==> src/rtl/msm_pkg.sv <==
// -----------------------------------------------------------------------------
// msm_pkg
// Shared definitions for the MSM bucket pipeline.
//   SINGLE_POINT_WIDTH : width of one coordinate (30 bits)
//   POINT_WIDTH        : one point = 3 coordinates
//   INDEX_WIDTH        : bucket index width
//   NULL_BUCKET        : bucket index that does not exist (entries are dropped)
//   entry_t            : one FIFO entry, laid out as {index, pair} with the
//                        index in the most significant bits
// -----------------------------------------------------------------------------
package msm_pkg;

  localparam int SINGLE_POINT_WIDTH = 30;
  localparam int POINT_WIDTH        = 3 * SINGLE_POINT_WIDTH;
  localparam int INDEX_WIDTH        = 4;
  localparam int NULL_BUCKET        = 0;

  typedef struct packed {
    logic [INDEX_WIDTH-1:0]   index;
    logic [2*POINT_WIDTH-1:0] pair;
  } entry_t;

endpackage

==> src/rtl/dispatch_skid_buf.sv <==
// -----------------------------------------------------------------------------
// dispatch_skid_buf
// Two-entry in-order holding buffer. Slot 0 is always the head. A push and a
// pop in the same cycle keep the count unchanged. A push into a full buffer
// with no pop is ignored so the buffer can never overflow. Popped slots are
// refilled with zero, so the head reads as zero whenever the buffer is empty.
// Ports:
//   clk, rst_n  : clock, asynchronous active-low reset
//   i_push      : write i_data behind the current contents
//   i_data      : entry to write
//   i_pop       : remove the head (ignored when empty)
//   o_valid     : head holds an entry
//   o_data      : head entry
//   o_count     : number of stored entries (0..2)
// -----------------------------------------------------------------------------
module dispatch_skid_buf #(
  parameter int W = 8
) (
  input  logic         clk,
  input  logic         rst_n,
  input  logic         i_push,
  input  logic [W-1:0] i_data,
  input  logic         i_pop,
  output logic         o_valid,
  output logic [W-1:0] o_data,
  output logic [1:0]   o_count
);

  logic [W-1:0] r_slot0;
  logic [W-1:0] r_slot1;
  logic [1:0]   r_count;

  logic w_pop;
  logic w_push;

  assign w_pop  = i_pop && (r_count != 2'd0);
  // A full buffer only accepts a new entry when the head leaves this cycle.
  assign w_push = i_push && ((r_count != 2'd2) || w_pop);

  always_ff @(posedge clk or negedge rst_n) begin
    if (!rst_n) begin
      r_slot0 <= '0;
      r_slot1 <= '0;
      r_count <= 2'd0;
    end else begin
      case ({w_push, w_pop})
        2'b01: begin
          r_slot0 <= r_slot1;
          r_slot1 <= '0;
          r_count <= r_count - 2'd1;
        end
        2'b10: begin
          if (r_count == 2'd0) r_slot0 <= i_data;
          else                 r_slot1 <= i_data;
          r_count <= r_count + 2'd1;
        end
        2'b11: begin
          if (r_count == 2'd1) begin
            r_slot0 <= i_data;
          end else begin
            r_slot0 <= r_slot1;
            r_slot1 <= i_data;
          end
        end
        default: ;
      endcase
    end
  end

  assign o_valid = (r_count != 2'd0);
  assign o_data  = r_slot0;
  assign o_count = r_count;

endmodule

==> src/rtl/fifo_dispatcher.sv <==
// -----------------------------------------------------------------------------
// fifo_dispatcher
// Pulls point pairs from a FIFO into a 2-entry holding buffer and offers them
// in order to the point adder. Entries for the null bucket are dropped on
// capture. With FIFO_DISPATCHER_HAZARD_CHECK_EN defined, a bitmap tracks
// buckets whose addition is still inside the adder, and a head whose bucket
// is in flight stalls (blocking younger entries) until that bucket retires.
// Without the macro the head dispatches regardless of bucket and retire_* is
// ignored.
// Ports:
//   clk, rst_n            : clock, asynchronous active-low reset
//   fifo_empty / fifo_re  : FIFO status and read enable
//   fifo_pout, fifo_index : FIFO data, valid the cycle after an accepted read
//   add_valid / add_ready : offer to the adder (valid/ready handshake)
//   add_p, add_index      : offered pair and bucket
//   retire_valid/_index   : adder finished an addition for that bucket
//   busy                  : buffered, pending or in-flight work exists
//
// Handshake: a transfer happens on every cycle with add_valid && add_ready.
// Once add_valid is high it stays high, with add_p/add_index unchanged, until
// the transfer happens; add_valid never depends on add_ready.
// -----------------------------------------------------------------------------
module fifo_dispatcher
  import msm_pkg::*;
#(
  parameter int DATA_WIDTH  = msm_pkg::POINT_WIDTH,
  parameter int INDEX_WIDTH = msm_pkg::INDEX_WIDTH
) (
  input  logic                    clk,
  input  logic                    rst_n,
  input  logic                    fifo_empty,
  output logic                    fifo_re,
  input  logic [2*DATA_WIDTH-1:0] fifo_pout,
  input  logic [INDEX_WIDTH-1:0]  fifo_index,
  output logic                    add_valid,
  input  logic                    add_ready,
  output logic [2*DATA_WIDTH-1:0] add_p,
  output logic [INDEX_WIDTH-1:0]  add_index,
  input  logic                    retire_valid,
  input  logic [INDEX_WIDTH-1:0]  retire_index,
  output logic                    busy
);

  // Buffer entries use the entry_t layout {index, pair}.
  localparam int ENTRY_W = INDEX_WIDTH + 2 * DATA_WIDTH;

  logic                    r_rd_pend;
  logic                    w_cap_push;
  logic [ENTRY_W-1:0]      w_cap_data;
  logic                    w_head_valid;
  logic [ENTRY_W-1:0]      w_head;
  logic [1:0]              w_occ;
  logic [1:0]              w_load;
  logic                    w_dispatch;
  logic                    w_head_clear;
  logic                    w_inflight_any;
  logic [INDEX_WIDTH-1:0]  w_head_index;

  // FIFO data arrives one cycle after the read, so one pending read at most.
  always_ff @(posedge clk or negedge rst_n) begin
    if (!rst_n) r_rd_pend <= 1'b0;
    else        r_rd_pend <= fifo_re;
  end

  assign w_cap_push = r_rd_pend && (fifo_index != INDEX_WIDTH'(NULL_BUCKET));
  assign w_cap_data = {fifo_index, fifo_pout};

  dispatch_skid_buf #(
    .W (ENTRY_W)
  ) u_buf (
    .clk     (clk),
    .rst_n   (rst_n),
    .i_push  (w_cap_push),
    .i_data  (w_cap_data),
    .i_pop   (w_dispatch),
    .o_valid (w_head_valid),
    .o_data  (w_head),
    .o_count (w_occ)
  );

  assign w_head_index = w_head[ENTRY_W-1 -: INDEX_WIDTH];

  // The slot freed by a dispatch this cycle counts as free, which keeps the
  // pipe streaming at one entry per cycle; the capture that follows a read
  // still always finds room.
  assign w_load  = w_occ - {1'b0, w_dispatch} + {1'b0, r_rd_pend};
  assign fifo_re = rst_n && !fifo_empty && (w_load < 2'd2);

  assign add_valid  = w_head_valid && w_head_clear;
  assign add_p      = w_head[2*DATA_WIDTH-1:0];
  assign add_index  = w_head_index;
  assign w_dispatch = add_valid && add_ready;

`ifdef FIFO_DISPATCHER_HAZARD_CHECK_EN
  localparam int NUM_BUCKETS = 2 ** INDEX_WIDTH;

  logic [NUM_BUCKETS-1:0] r_inflight;
  logic [NUM_BUCKETS-1:0] w_inflight_nxt;

  // A dispatched bucket is never already in flight, so the retire clear and
  // the dispatch set can never collide on the same bit.
  always_comb begin
    w_inflight_nxt = r_inflight;
    if (retire_valid) w_inflight_nxt[retire_index] = 1'b0;
    if (w_dispatch)   w_inflight_nxt[add_index]    = 1'b1;
  end

  always_ff @(posedge clk or negedge rst_n) begin
    if (!rst_n) r_inflight <= '0;
    else        r_inflight <= w_inflight_nxt;
  end

  assign w_head_clear   = !r_inflight[w_head_index];
  assign w_inflight_any = |r_inflight;
`else
  logic w_unused_retire;

  assign w_unused_retire = ^{retire_valid, retire_index};
  assign w_head_clear    = 1'b1;
  assign w_inflight_any  = 1'b0;
`endif

  assign busy = (w_occ != 2'd0) || r_rd_pend || w_inflight_any;

endmodule

==> config.mk <==
export PLATFORM = sky130hd
export DESIGN_NAME = fifo_dispatcher
export DESIGN_NICKNAME = d
export VERILOG_FILES = /design/src/rtl/msm_pkg.sv /design/src/rtl/dispatch_skid_buf.sv /design/src/rtl/fifo_dispatcher.sv
export SDC_FILE = /design/constraint.sdc
export NUM_CORES = 1
export LEC_CHECK = 0
export BUFFER_PORTS_ARGS = -buffer_cell sky130_fd_sc_hd__buf_4
export CORE_MARGIN = 2
export CORE_UTILIZATION = 49
export DETAILED_ROUTE_END_ITERATION = 7
export PLACE_DENSITY = 0.72
export SYNTH_ARGS = -nofsm -noshare
export SYNTH_HDL_FRONTEND = slang
export SYNTH_SLANG_ARGS = --single-unit
==> constraint.sdc <==
create_clock -name clk -period 3.7 [get_ports clk]
set_clock_uncertainty 0.15 [all_clocks]
set_input_delay 0.37 -clock clk [delete_from_list [all_inputs] [get_ports clk]]
set_output_delay 0.37 -clock clk [all_outputs]
set_load 0.01 [all_outputs]
## After elaboration in Yosys (flattened, before gate mapping)

Index checks and enable logic that the tools add are counted.

| cells by class | value |
|---|---|
| add/sub/neg operators | 4 |
| order comparisons | 1 |
| eq/ne operators | 8 |
| muxes and demuxes | 7 |
| reductions and logical operators | 16 |

Operators by type and width:

| cell | number |
|---|---|
| $pmux W184 S3 | 2 |
| $mux W184 | 4 |
| $logic_and A1 B1 Y1 | 6 |
| $ne A2 B2 Y1 const B | 3 |
| $eq A2 B1 Y1 const B | 2 |
| $eq A2 B2 Y1 const B | 2 |
| $pmux W2 S2 | 1 |
| $reduce_bool A2 Y1 | 2 |
| $reduce_bool A4 Y1 | 1 |
| $reduce_and A3 Y1 | 1 |
| $reduce_bool A3 Y1 | 1 |
| $add A2 B1 Y2 | 1 |
| $add A2 B1 Y2 const B | 1 |
| $logic_not A2 Y1 | 1 |
| $logic_or A1 B1 Y1 | 2 |
| $lt A2 B2 Y1 const B | 1 |
| $ne A2 B1 Y1 const B | 1 |
| $reduce_and A2 Y1 | 1 |
| $sub A2 B1 Y2 | 1 |
| $sub A2 B1 Y2 const B | 1 |
| $logic_not A1 Y1 | 1 |

| word-level totals | value |
|---|---|
| flip-flop bits (word level) | 371 |

## Depth between registers and ports, before layout

Gate-level depths: netlist of run 1.

| depth | value |
|---|---|
| depth after elaboration | 8 |
| depth in mapped cells | 15 |
| depth with buffers taken out | 10 |

## Modules after synthesis

A second synthesis of run 1 with hierarchy kept.

| unflattened totals | value |
|---|---|
| cell total of the unflattened synthesis | 1,446 |
| area total of the unflattened synthesis | 16,203.0 µm² |

By module, submodules not included:

| module | times used | cells an instance | area each (µm²) |
|---|---|---|---|
| dispatch_skid_buf | 1 | 1,436 | 16,101.7 |
| fifo_dispatcher | 1 | 10 | 101.3 |

## Worst setup path before layout of run 1

OpenSTA, ideal clock, no wires.

| timing | value |
|---|---|
| path type | register to register |
| from | register u_buf.r_count[0], in the netlist u_buf.o_count[0] |
| to | register u_buf.r_slot0[100], in the netlist u_buf.o_data[100] |
| arrival | 2,467 ps |
| setup slack | 958 ps |
| stages on the path, launching flop included | 14 |
| path buffers | 3 |
| clock period less this slack | 2,742 ps |
| cells stage by stage | dfrtp_1 inv_1 ha_1 nor2b_1 inv_1 a21o_1 inv_1 ha_1 buf_2 nor2_2 buf_2 clkbuf_1 a221o_1 mux2_4 |

| on the way | value |
|---|---|
| cells in the longest elaborated chain, start to end | 8 |

RTL lines:

| what | line | source |
|---|---|---|
| start: declaration | dispatch_skid_buf.sv:31 | `logic [1:0] r_count;` |
| start signal: assignment | dispatch_skid_buf.sv:50 | `r_count <= r_count - 2'd1;` |
| start signal: assignment | dispatch_skid_buf.sv:55 | `r_count <= r_count + 2'd1;` |
| $reduce_bool A2 Y1 | dispatch_skid_buf.sv:36, dispatch_skid_buf.sv:70 |  |
| $logic_and A1 B1 Y1 | fifo_dispatcher.sv:92 | `assign w_dispatch = add_valid && add_ready;` |
| $logic_and A1 B1 Y1 | dispatch_skid_buf.sv:36 | `assign w_pop = i_pop && (r_count != 2'd0);` |
| $logic_or A1 B1 Y1 | dispatch_skid_buf.sv:38 | `assign w_push = i_push && ((r_count != 2'd2) \|\| w_pop);` |
| $logic_and A1 B1 Y1 | dispatch_skid_buf.sv:38 |  |
| $eq A2 B2 Y1 / $eq A2 B1 Y1 (equally long branches) | dispatch_skid_buf.sv:46 | `case ({w_push, w_pop})` |
| $ne A2 B1 Y1 (no source line) / $reduce_bool A3 Y1 (equally long branches) | -- |  |
| $reduce_and A2 Y1 (no source line) | -- |  |
| end signal: assignment | dispatch_skid_buf.sv:48 | `r_slot0 <= r_slot1;` |
| end signal: assignment | dispatch_skid_buf.sv:53 | `if (r_count == 2'd0) r_slot0 <= i_data;` |
| end signal: assignment | dispatch_skid_buf.sv:59 | `r_slot0 <= i_data;` |
| end: declaration | dispatch_skid_buf.sv:29 | `logic [W-1:0] r_slot0;` |

Parallel ways exist; a longest one is shown, timed or not.
A chain may end at the register's enable or synchronous reset.

## Final worst setup path of run 1

| timing | value |
|---|---|
| from | register u_buf.r_count[0], in the netlist u_buf.o_count[0] |
| to | register u_buf.r_slot0[95], in the netlist u_buf.o_data[95] |

Same word-level chain as after synthesis.

==> run metrics, run 1 <==
power per cell area=795 nW/um^2; most frequent CP cell=inv_1; max_slew headroom=27.4%; Pleak=12.9 nW; drt drc=0; Die Y-Extent=208 um; Synth Area in Compound Gates=13.9%; post-synthesis simple-gate area fraction=around 12%; clock buffer depth=3; Hold Vio Cnt, Final=0; Clock power frac=between 20% and 30%; Seq/Total Area, Yosys=a little under half; clock latency on the worst-skew pair=0.56 ns; Cell variety after synth=26; number of port buffers=374; layout cells sized above 1=33.1%; Synth Register Bits=about 370; Setup Crit Path Kind=reg2reg; Critical Path Sink=u_buf.o_data[95]$_DFFE_PN0P_; Ys Warns=0; Reg-to-Reg Start=u_buf.o_count[0]$_DFFE_PN0P_; Clock Sink Count=371; Critical Path Sink Type=flip-flop; Netlist Area Pre-Place=around 20,000 sq um; period utilisation layout=95.8%; largest family of logic cells by synthesized area=multiplexers; initial antenna violation count=5; Global Route Usage Sum=between 20% and 30%; storage element area=9280 sq um; vias=approximately 17,000; vias in the first global route=16,901; max incr delay on CP=0.56 ns; Synth Area per Inst=11.1 sq um; CTS tree=done; total power=between 0.02 and 0.025 W; switching power=0.00779 W; row count=74; IO Pins=between 300 and 400; mux share of post-synthesis cell area=23.0%; Peak VDD IR=~0.00049 V; worst-path maximum fanout=between 60 and 70; Initial Utilization=49.9%; fillcell total=between 2,000 and 3,000; post-route ant nets=0; number of vias per cell=5.72; Post-Route Utilization=65.8%; RR Endpoint=u_buf.o_data[95]$_DFFE_PN0P_; Max Clk Rate=282 MHz; footprint of the multi-input gates=between 10,000 and 15,000 sq um; first-pass GRT wire length=approximately 94,000 um; routed wire length=about 60,000 um; CP max stage cell=buf_4; TNS Setup=0 ns; average wire per standard cell=about 20 um; Req. time, crit path=4.06 ns; CTS buffer count=43; sequential share of power=31.4%; P_int=around 0.014 W; Clock transition at path regs=0.06 ns; Die X=208 um; xor and xnor area share after synthesis=0.171%; Critical Path Source=u_buf.o_count[0]$_DFFE_PN0P_; count of pins over their slew limit=0; adder-cell share of the synthesized area=0.428%; worst endpoint data arrival time=between 3 and 4 ns; Final nets=2,531; root buf cell=clkbuf_16; R2R Setup Slk=between 0.15 and 0.2 ns; Layout area overhead=31.8%; GRT overflow=0; worst-margin pin slew=1.09 ns; Logic pwr share=about 48%; H-tree Lvls=2; CP Cell Sequence=inv_1 > ha_1 > nor2b_1 > inv_1 > a21o_1 > inv_1 > ha_4 > buf_4 > buf_4 > and2_1 > a221o_1 > mux2_4; Synth Instances=1,844; Iteration-0 DRC Markers=1,296; Final Setup Violations=0; minimum clock period=3.54 ns; HPWL Detailed=34,700 um; outcome=finished clean; GPL Wtd Cong=between 0.7 and 0.8; crit start category=flip-flop; Sw Share=~36%; die area=43,400 sq um; largest net degree at the start of global routing=117; hold crit path type=in2async; Max Cap Violations=0; R2R depth=12; drt pass-1 iters=5; CORE AREA=41,000 sq um; syn nets=around 2,000
## synth_stat cells (all sizes together)
library cell | count | share of area (%)
mux2 | 364 | 23
a21o | 2 | 0.073
xor2 | 1 | 0.043
mux2i | 1 | 0.049
o31ai | 1 | 0.10
nor3b | 1 | 0.037
a22o | 4 | 0.17
nor2b | 3 | 0.092
o41ai | 1 | 0.13
ha | 7 | 0.43
o21ai | 185 | 4.5
or2 | 1 | 0.031
inv | 5 | 0.092
and2 | 180 | 5.5
xnor2 | 3 | 0.13
buf | 71 | 2.9
a221o | 181 | 8.9
nand2b | 1 | 0.031
clkbuf | 91 | 1.7
nor2 | 1 | 0.031
nand2 | 369 | 6.8
dfrtp | 371 | 45
## layout by cell type, fill, tap and decap left out, types with 5 or more instances in the layout
cell type / n
inv_1: 5
mux2_4: 160
clkinv_2: 6
mux2_2: 127
clkbuf_1: 6
clkbuf_16: 45
o21ai_0: 185
clkbuf_8: 15
nand2_1: 369
buf_4: 392
buf_12: 22
dfrtp_1: 371
diode_2: 6
and2_1: 180
dlygate4sd3_1: 186
mux2_1: 77
a221o_1: 180
## per-layer routing
layer  part of all wire (%)  track usage, %  vias up  routed length [um]
met5                      0               0        -                   0
li1                       -               -     7553                   -
met1                     42            34.3     8370               24900
met3                    5.2            4.92      133                3070
met4                    3.7            11.2        0                2160
met2                     49            43.5      511               29000
## logic make-up after synthesis
logic type	Yosys count
buffers and inverters	167
AO/OA/AOI/OAI	374
flip-flops	371
XOR/XNOR	4
adder cells (fa/ha/maj)	7
AND/OR/NAND/NOR	556
multiplexers	365
## flip-flops by register name (all words and copies together) (netlist names)
register	cells
u_buf.r_slot1	184
u_buf.o_data	184
r_rd_pend	1
u_buf.o_count	2
## repair_timing
item / 4_1_cts / 5_1_grt
buffers inserted: 0 / 5
gates resized for setup: 0 / 1
endpoints found under the setup margin: 0 / 105
hold endpoints to repair: 483 / 0
hold buffers: 186 / 0
## worst min-delay path by stage
stage | from | end | slack, ns | cells after the start
6_report | rst_n | u_buf.o_data[37]$_DFFE_PN0P_ | 0.1 | 2
2_1_floorplan | rst_n | r_rd_pend$_DFF_PN0_ | -0.08 | 0
3_3_place_gp | rst_n | u_buf.r_slot1[37]$_DFFE_PN0P_ | 0.09 | 1
3_5_place_dp | rst_n | u_buf.o_data[38]$_DFFE_PN0P_ | 0.09 | 1
4_1_cts | rst_n | u_buf.o_data[38]$_DFFE_PN0P_ | 0.08 | 2
5_1_grt | rst_n | u_buf.o_data[32]$_DFFE_PN0P_ | 0.1 | 2
## layout make-up
type                            instances  share of cell area, %
Tap cell                              532                   2.47
Timing Repair Buffer                  602                   19.5
Antenna cell                            6                 0.0557
Clock buffer                           66                   5.02
Clock inverter                          8                  0.255
Inverter                                5                 0.0696
Multi-Input combinational cell       1308                   38.2
Sequential cell                       371                   34.4
## per-stage QoR
stage	hold WS [ns]	cells	area, sq um	setup slack [ns]
2_1_floorplan	-0.0756	1844	20500	0.958
3_3_place_gp	0.0880	2625	23600	0.253
3_5_place_dp	0.0904	2625	23600	0.172
4_1_cts	0.0821	2885	26900	0.181
5_1_grt	0.0993	2898	27000	-0.0253
6_report	0.0968	2898	27000	0.157
## worst max-delay path, delay by kind of cell (launching register included)
| kind | cells | cell delay [ns] |
|---|---|---|
| DFF | 1 | 0.43 |
| AOI/OAI and AO/OA | 2 | 0.37 |
| buffers and inverters | 5 | 1.28 |
| and+or+nand+nor | 2 | 0.49 |
| adders and majority gates | 2 | 0.57 |
| muxes | 1 | 0.14 |
## power groups by stage
stage,registers (W),clock network (W),logic (W)
finish,0.00674,0.00431,0.0104
global route,0.00692,0.00454,0.0111
CTS,0.00670,0.00440,0.0103
detailed placement,0.00673,0,0.0101
global placement,0.00665,0,0.00988
floorplan,0.00695,0,0.00637
Power figures use the tool's default switching activity.
==> inputs of run 2 (changes only) <==
--- a/config.mk
+++ b/config.mk
@@ -5,11 +5,13 @@
 export SDC_FILE = /design/constraint.sdc
 export NUM_CORES = 1
 export LEC_CHECK = 0
+export ABC_AREA = 1
 export BUFFER_PORTS_ARGS = -buffer_cell sky130_fd_sc_hd__buf_4
 export CORE_MARGIN = 2
 export CORE_UTILIZATION = 49
 export DETAILED_ROUTE_END_ITERATION = 7
-export PLACE_DENSITY = 0.72
+export MAX_ROUTING_LAYER = met4
+export PLACE_DENSITY = 0.73
 export SYNTH_ARGS = -nofsm -noshare
 export SYNTH_HDL_FRONTEND = slang
 export SYNTH_SLANG_ARGS = --single-unit
==> run 2 against run 1 <==
  * Worst hold slack gained 0.091 ns
  * Critical path depth grew 1
  * Register-to-register slack gained 0.34 ns
  * Flip-flop and latch count is the same
  * Setup slack gained 0.34 ns
  * First-iteration DRC count shrank 7.3%
  * Sequential share of layout area grew 5.0 points
  * Total power shrank 23%
  * Via count shrank 0.62%
  * Highest routed layer unchanged
==> run metrics, run 2 <==
period utilisation layout=86.4%; GRT overflow=0; Clock Sink Count=371; Cell variety after synth=23; clock latency on the worst-skew pair=approximately 0.54 ns; asr flop ratio synth=between 90% and 100%; Layout area overhead=38.7%; Pleak=12.3 nW; storage element area=approximately 9300 sq um; P_int=0.0105 W; Global Route Usage Sum=29.4%; fillcell total=roughly 2,500; TNS Setup=0 ns; R2R depth=13; most frequent cells after synthesis=inv_1, nand2_1, dfrtp_1; Hold Vio Cnt, Final=0; Synth Register Bits=between 300 and 400; drt drc=0; RR Endpoint=u_buf.o_data[73]$_DFFE_PN0P_; crit start category=flip-flop; Post-Route Utilization=68.6%; vias in the first global route=16,624; Clock transition at path regs=about 0.06 ns; outcome=finished clean; routed wire length=52,000 um; largest net degree at the start of global routing=190; Hold WS=about 0.19 ns; IO Pins=380; Initial Utilization=49.5%; CORE AREA=between 30,000 and 40,000 sq um; Logic pwr share=37.9%; Synth Instances=between 2,000 and 2,500; Synth Area per Inst=around 8.3 sq um; number of enable flip-flop cells after synthesis=0; GPL Wtd Cong=between 0.8 and 0.9; worst-path maximum fanout=25; power per cell area=approximately 700 nW/um^2; Sw Share=36.4%; CTS Hold Bufs=186; count of pins over their slew limit=0; RSZ-0062 raised after global routing=no; die area=~36,000 sq um; post_cts resized=0; layout cells sized above 1=about 19%; Final Setup Violations=0; Final nets=2,726; post-route ant nets=0; Netlist Area Pre-Place=around 17,000 sq um; Yosys top cell by area=dfrtp_1; Ys Warns=0; number of port buffers=around 370; worst-margin pin slew=between 1 and 1.5 ns; Setup Crit Path Kind=reg2reg; footprint of the multi-input gates=between 5000 and 6000 sq um; root buf cell=clkbuf_16; HPWL Detailed=29,900 um; worst endpoint data arrival time=about 3.5 ns; Die X=~190 um; commonest cells after routing, fill and taps aside=buf_4, inv_1, nand2_1, dfrtp_1, nand3_1; number of vias per cell=5.46; R2R Setup Slk=0.50 ns; max_slew headroom=21.6%; clock buffer depth=3; Area contributors post-synth=dfrtp_1, nand3_1, inv_1; Seq/Total Area, Yosys=54.7%; initial antenna violation count=4; Top FF cell, synth=dfrtp_1; sequential share of power=a little over a third; average wire per standard cell=17.2 um; vias=16,465; top cell type's share of synthesized area=54.7%; row count=~70; setup bufs post-CTS=0; Max Clk Rate=313 MHz; Reg-to-Reg Start=u_buf.o_count[0]$_DFFE_PN0P_; commonest non-fill, non-tap cell in the layout=buf_4; H-tree Lvls=2; Die Y-Extent=190 um; minimum clock period=3.20 ns; first-pass GRT wire length=84,400 um; Max Cap Violations=0; Critical Path Sink Type=flip-flop; switching power=between 0.006 and 0.007 W; CTS tree=done; hold crit path type=in2async; Clock power frac=25.8%; CTS buffer count=40; syn nets=2,245; drt pass-1 iters=6; Iteration-0 DRC Markers=~1,200; Req. time, crit path=3.96 ns; Peak VDD IR=0.000538 V
==> run 2: changes by cell type after synthesis, sizes merged, moves of 4 or more <==
cell / delta
inv: +371
nand2: +9
mux2: -364
nand3: +369
and2: -179
clkbuf: -30
a22o: -4
buf: +29
a221o: -181
nor2: +4
o22ai: +184
==> run 2: logic make-up (layout without fill, tap and decap cells) <==
family / count (synthesis) / after routing / synth area share, %
adder cells (fa/ha/maj): 7 / 7 / 0.516
AND/OR/NAND/NOR: 756 / 756 / 19.7
other: 0 / 6 / 0
flip-flops: 371 / 371 / 54.7
buffers and inverters: 537 / 1049 / 12.6
XOR/XNOR: 3 / 3 / 0.155
AO/OA/AOI/OAI: 371 / 371 / 12.3
==> run 2: power by group through the flow <==
| stage | logic (W) | clock network [W] | registers, W |
|---|---|---|---|
| 2_1_floorplan | 0.00293 | 0 | 0.00632 |
| 3_5_place_dp | 0.00599 | 0 | 0.00604 |
| 5_1_grt | 0.00685 | 0.00451 | 0.00614 |
| 6_report | 0.00628 | 0.00428 | 0.00601 |
| 3_3_place_gp | 0.00587 | 0 | 0.00599 |
| 4_1_cts | 0.00620 | 0.00434 | 0.00598 |
==> run 2: how the worst max path moves through the flow <==
stage	endpoint	slack (ns)	depth (start not counted)	start
6_report	u_buf.o_data[73]$_DFFE_PN0P_	0.50	13	u_buf.o_count[0]$_DFFE_PN0P_
5_1_grt	u_buf.o_data[31]$_DFFE_PN0P_	0.28	13	u_buf.o_count[0]$_DFFE_PN0P_
4_1_cts	fifo_re	0.52	10	u_buf.o_count[0]$_DFFE_PN0P_
3_5_place_dp	u_buf.o_data[31]$_DFFE_PN0P_	0.52	13	u_buf.o_count[0]$_DFFE_PN0P_
3_3_place_gp	u_buf.o_data[31]$_DFFE_PN0P_	0.59	13	u_buf.o_count[0]$_DFFE_PN0P_
2_1_floorplan	u_buf.o_data[176]$_DFFE_PN0P_	1.03	13	u_buf.o_count[0]$_DFFE_PN0P_
==> run 2: layout make-up <==
type                            count  area share (%)
Antenna cell                        6          0.0638
Clock buffer                       55            5.05
Clock inverter                     18           0.989
Inverter                          376            6.00
Multi-Input combinational cell   1137            23.7
Sequential cell                   371            39.5
Tap cell                          455            2.42
Timing Repair Buffer              600            22.3
==> run 2: per-layer routing <==
layer	global-route usage [%]	up-vias	share of wire [%]
met5	-	-	0
met4	12.8	0	4.4
met3	4.69	167	7.4
met2	47.0	786	48
met1	37.2	7943	40
li1	-	7569	-
==> run 2: metrics by stage <==
stage,total power (W),setup WS (ns),instances,instance area (sq um)
6_report,0.0166,0.501,3018,23500
5_1_grt,0.0175,0.281,3016,23500
4_1_cts,0.0165,0.522,3012,23500
3_5_place_dp,0.0120,0.518,2753,20200
3_3_place_gp,0.0119,0.591,2753,20200
2_1_floorplan,0.00925,1.03,2045,17000
==> run 2: critical path, stage by stage, from the launching register on <==
cell and delay (ns):
dfrtp_1 0.40, inv_1 0.12, ha_1 0.30, inv_2 0.11, nand2_8 0.11, nand2_2 0.08, nand3_1 0.12, inv_1 0.07
ha_1 0.27, a21oi_4 0.71, buf_12 0.27, o22ai_1 0.12, nand2_1 0.15, nand2_1 0.08
==> inputs of run 3 (changes only) <==
==> constraint.sdc (replaced) <==
create_clock -name clk -period 3.4 [get_ports clk]
set_clock_uncertainty 0.15 [all_clocks]
set_input_delay 0.34 -clock clk [delete_from_list [all_inputs] [get_ports clk]]
set_output_delay 0.34 -clock clk [all_outputs]
set_load 0.01 [all_outputs]
==> run 3 against run 2 <==
  * Count of clock-buffer cells in the layout grew 12
  * First-iteration DRC count grew 21%
  * Combinational power grew 5.4%
  * Global-route usage shrank 0.22 points
  * Die area is the same
  * Critical path depth shrank 3
  * Register-to-register slack lost 0.15 ns
  * Final cell count shrank 0.63%
  * Worst hold slack gained 0.011 ns
  * Total power grew 6.2%
  * Clock power grew 3%
==> run metrics, run 3 (synthesis gave the netlist of run 2 again) <==
CTS tree=done; worst setup margin=0.180 ns; fillcell total=around 2,600; HPWL Detailed=27,500 um; Final Setup Violations=0; RSZ-0062 raised after global routing=no; layout cells sized above 1=18.2%; Hold Vio Cnt, Final=0; number of port buffers=~370; Max Cap Violations=0; power per cell area=758 nW/um^2; R2R Setup Slk=0.35 ns; sequential share of power=37.2%; Max Clk Rate=roughly 310 MHz; clock buffer depth=3; row count=68; GRT overflow=0; Sw Share=between 30% and 40%; Critical Path Sink Type=output pin; Pleak=12.2 nW; max incr delay on CP=about 0.41 ns; Peak VDD IR=0.000546 V; post-route ant nets=0; Layout area overhead=36.9%; vias=16,259; Req. time, crit path=2.91 ns; switching power=between 0.006 and 0.007 W; delay-heaviest family, CP=simple AND/OR/NAND/NOR gates; Die X=190 um; CTS buffer count=41; Clock transition at path regs=roughly 0.060 ns; average wire per standard cell=17.2 um; Die Y-Extent=190 um; drt pass-1 iters=5; commonest cells after routing, fill and taps aside=inv_1, buf_4, nand2_1, dfrtp_1, nand3_1; worst endpoint data arrival time=2.73 ns; Iteration-0 DRC Markers=about 1,500; R2R depth=14; worst-margin pin slew=between 1 and 1.5 ns; Clock power frac=between 20% and 30%; number of vias per cell=5.42; worst-path maximum fanout=7; drt drc=0; Post-Route Utilization=between 60% and 70%; post_cts resized=0; outcome=finished clean; CORE AREA=34,300 sq um; minimum clock period=3.22 ns; Reg-to-Reg Start=u_buf.o_count[0]$_DFFE_PN0P_; die area=~36,000 sq um; first-pass GRT wire length=83,200 um; CP max stage cell=dfrtp_1; Clock Sink Count=371; Hold WS=0.199 ns; Place WS=0.406 ns; TNS Setup=0 ns; largest net degree at the start of global routing=185; Logic pwr share=between 30% and 40%; hold crit path type=in2async; clock latency on the worst-skew pair=0.54 ns; Final nets=2,704; P_int=0.0111 W; count of pins over their slew limit=0; Global Route Usage Sum=between 20% and 30%; initial antenna violation count=5; Initial Utilization=49.5%; IO Pins=380; crit path buf inv count=4; GPL Wtd Cong=0.823; H-tree Lvls=2; Setup Crit Path Kind=reg2out; period utilisation layout=94.7%; vias in the first global route=between 15,000 and 20,000; RR Endpoint=u_buf.r_slot1[79]$_DFFE_PN0P_; crit start category=flip-flop; routed wire length=51,600 um; total power=0.0176 W; max_slew headroom=16.1%; CP Cell Sequence=inv_1 > ha_1 > inv_2 > nand2_8 > inv_1 > ha_1 > nor2_1 > o21ai_0 > nor3_1 > buf_4; root buf cell=clkbuf_16
## run 3: cell count changes in the layout (fill, tap and decap cells not counted), sizes merged
cell	before	now
clkbuf	55	67
clkinvlp	1	2
buf	414	391
bufinv	5	1
clkinv	10	4
diode	6	8
inv	378	377
## run 3: worst max-delay path by stage
stage / from / to / slack (ns) / cells past startpoint
5_1_grt: u_buf.o_count[0]$_DFFE_PN0P_ / fifo_re / 0.02 / 10
2_1_floorplan: u_buf.o_count[0]$_DFFE_PN0P_ / u_buf.o_data[176]$_DFFE_PN0P_ / 0.73 / 13
3_5_place_dp: u_buf.o_count[0]$_DFFE_PN0P_ / u_buf.r_slot1[92]$_DFFE_PN0P_ / 0.41 / 14
6_report: u_buf.o_count[0]$_DFFE_PN0P_ / fifo_re / 0.18 / 10
3_3_place_gp: u_buf.o_count[0]$_DFFE_PN0P_ / u_buf.r_slot1[84]$_DFFE_PN0P_ / 0.55 / 14
4_1_cts: u_buf.o_count[0]$_DFFE_PN0P_ / fifo_re / 0.20 / 10
## run 3: power by group through the flow
| stage | Combinational [W] | Sequential [W] | Clock [W] |
|---|---|---|---|
| finish | 0.00662 | 0.00655 | 0.00442 |
| CTS | 0.00657 | 0.00652 | 0.00449 |
| floorplan | 0.00319 | 0.00688 | 0 |
| global placement | 0.00623 | 0.00653 | 0 |
| detailed placement | 0.00634 | 0.00658 | 0 |
| global route | 0.00725 | 0.00669 | 0.00468 |
## run 3: layer usage
layer | wire [um] | part of all wire (%) | global-route usage [%]
met3 | 3450 | 6.7 | 4.76
met1 | 20800 | 40 | 36.4
met4 | 2190 | 4.2 | 13.1
met2 | 25200 | 49 | 47.1
met5 | 0 | 0 | -
## run 3: repair_timing
action / in CTS / in global routing
setup buffers: 0 / 0
hold buffers: 186 / 0
endpoints found under the hold margin: 251 / 0
## run 3: stage by stage
stage | cells | instance area (sq um)
detailed placement | 2730 | 20000
floorplan | 2045 | 17000
finish | 2999 | 23200
CTS | 2991 | 23200
global placement | 2730 | 20000
global route | 2996 | 23200
## run 3: cell type report
cell class	instances	area (sq um)	area share [%]
timing repair buffer	577	4990	21.5
clock buffer	67	1280	5.50
inverter	376	1410	6.08
multi-input combinational	1137	5590	24.1
sequential	371	9280	40.0
antenna	8	20.0	0.0862
tap	455	569	2.45
clock inverter	8	73.8	0.318
## run 3: worst reg2reg max path, stage by stage, from the launching register on
cell,delay [ns]
dfrtp_1,0.41
inv_1,0.12
ha_1,0.30
inv_2,0.11
nand2_8,0.11
nand2_2,0.09
nand3_1,0.10
inv_1,0.07
ha_1,0.26
nand2_1,0.14
nand2_1,0.10
nor2_4,0.19
buf_12,0.44
nand3_1,0.21
o21ai_0,0.15
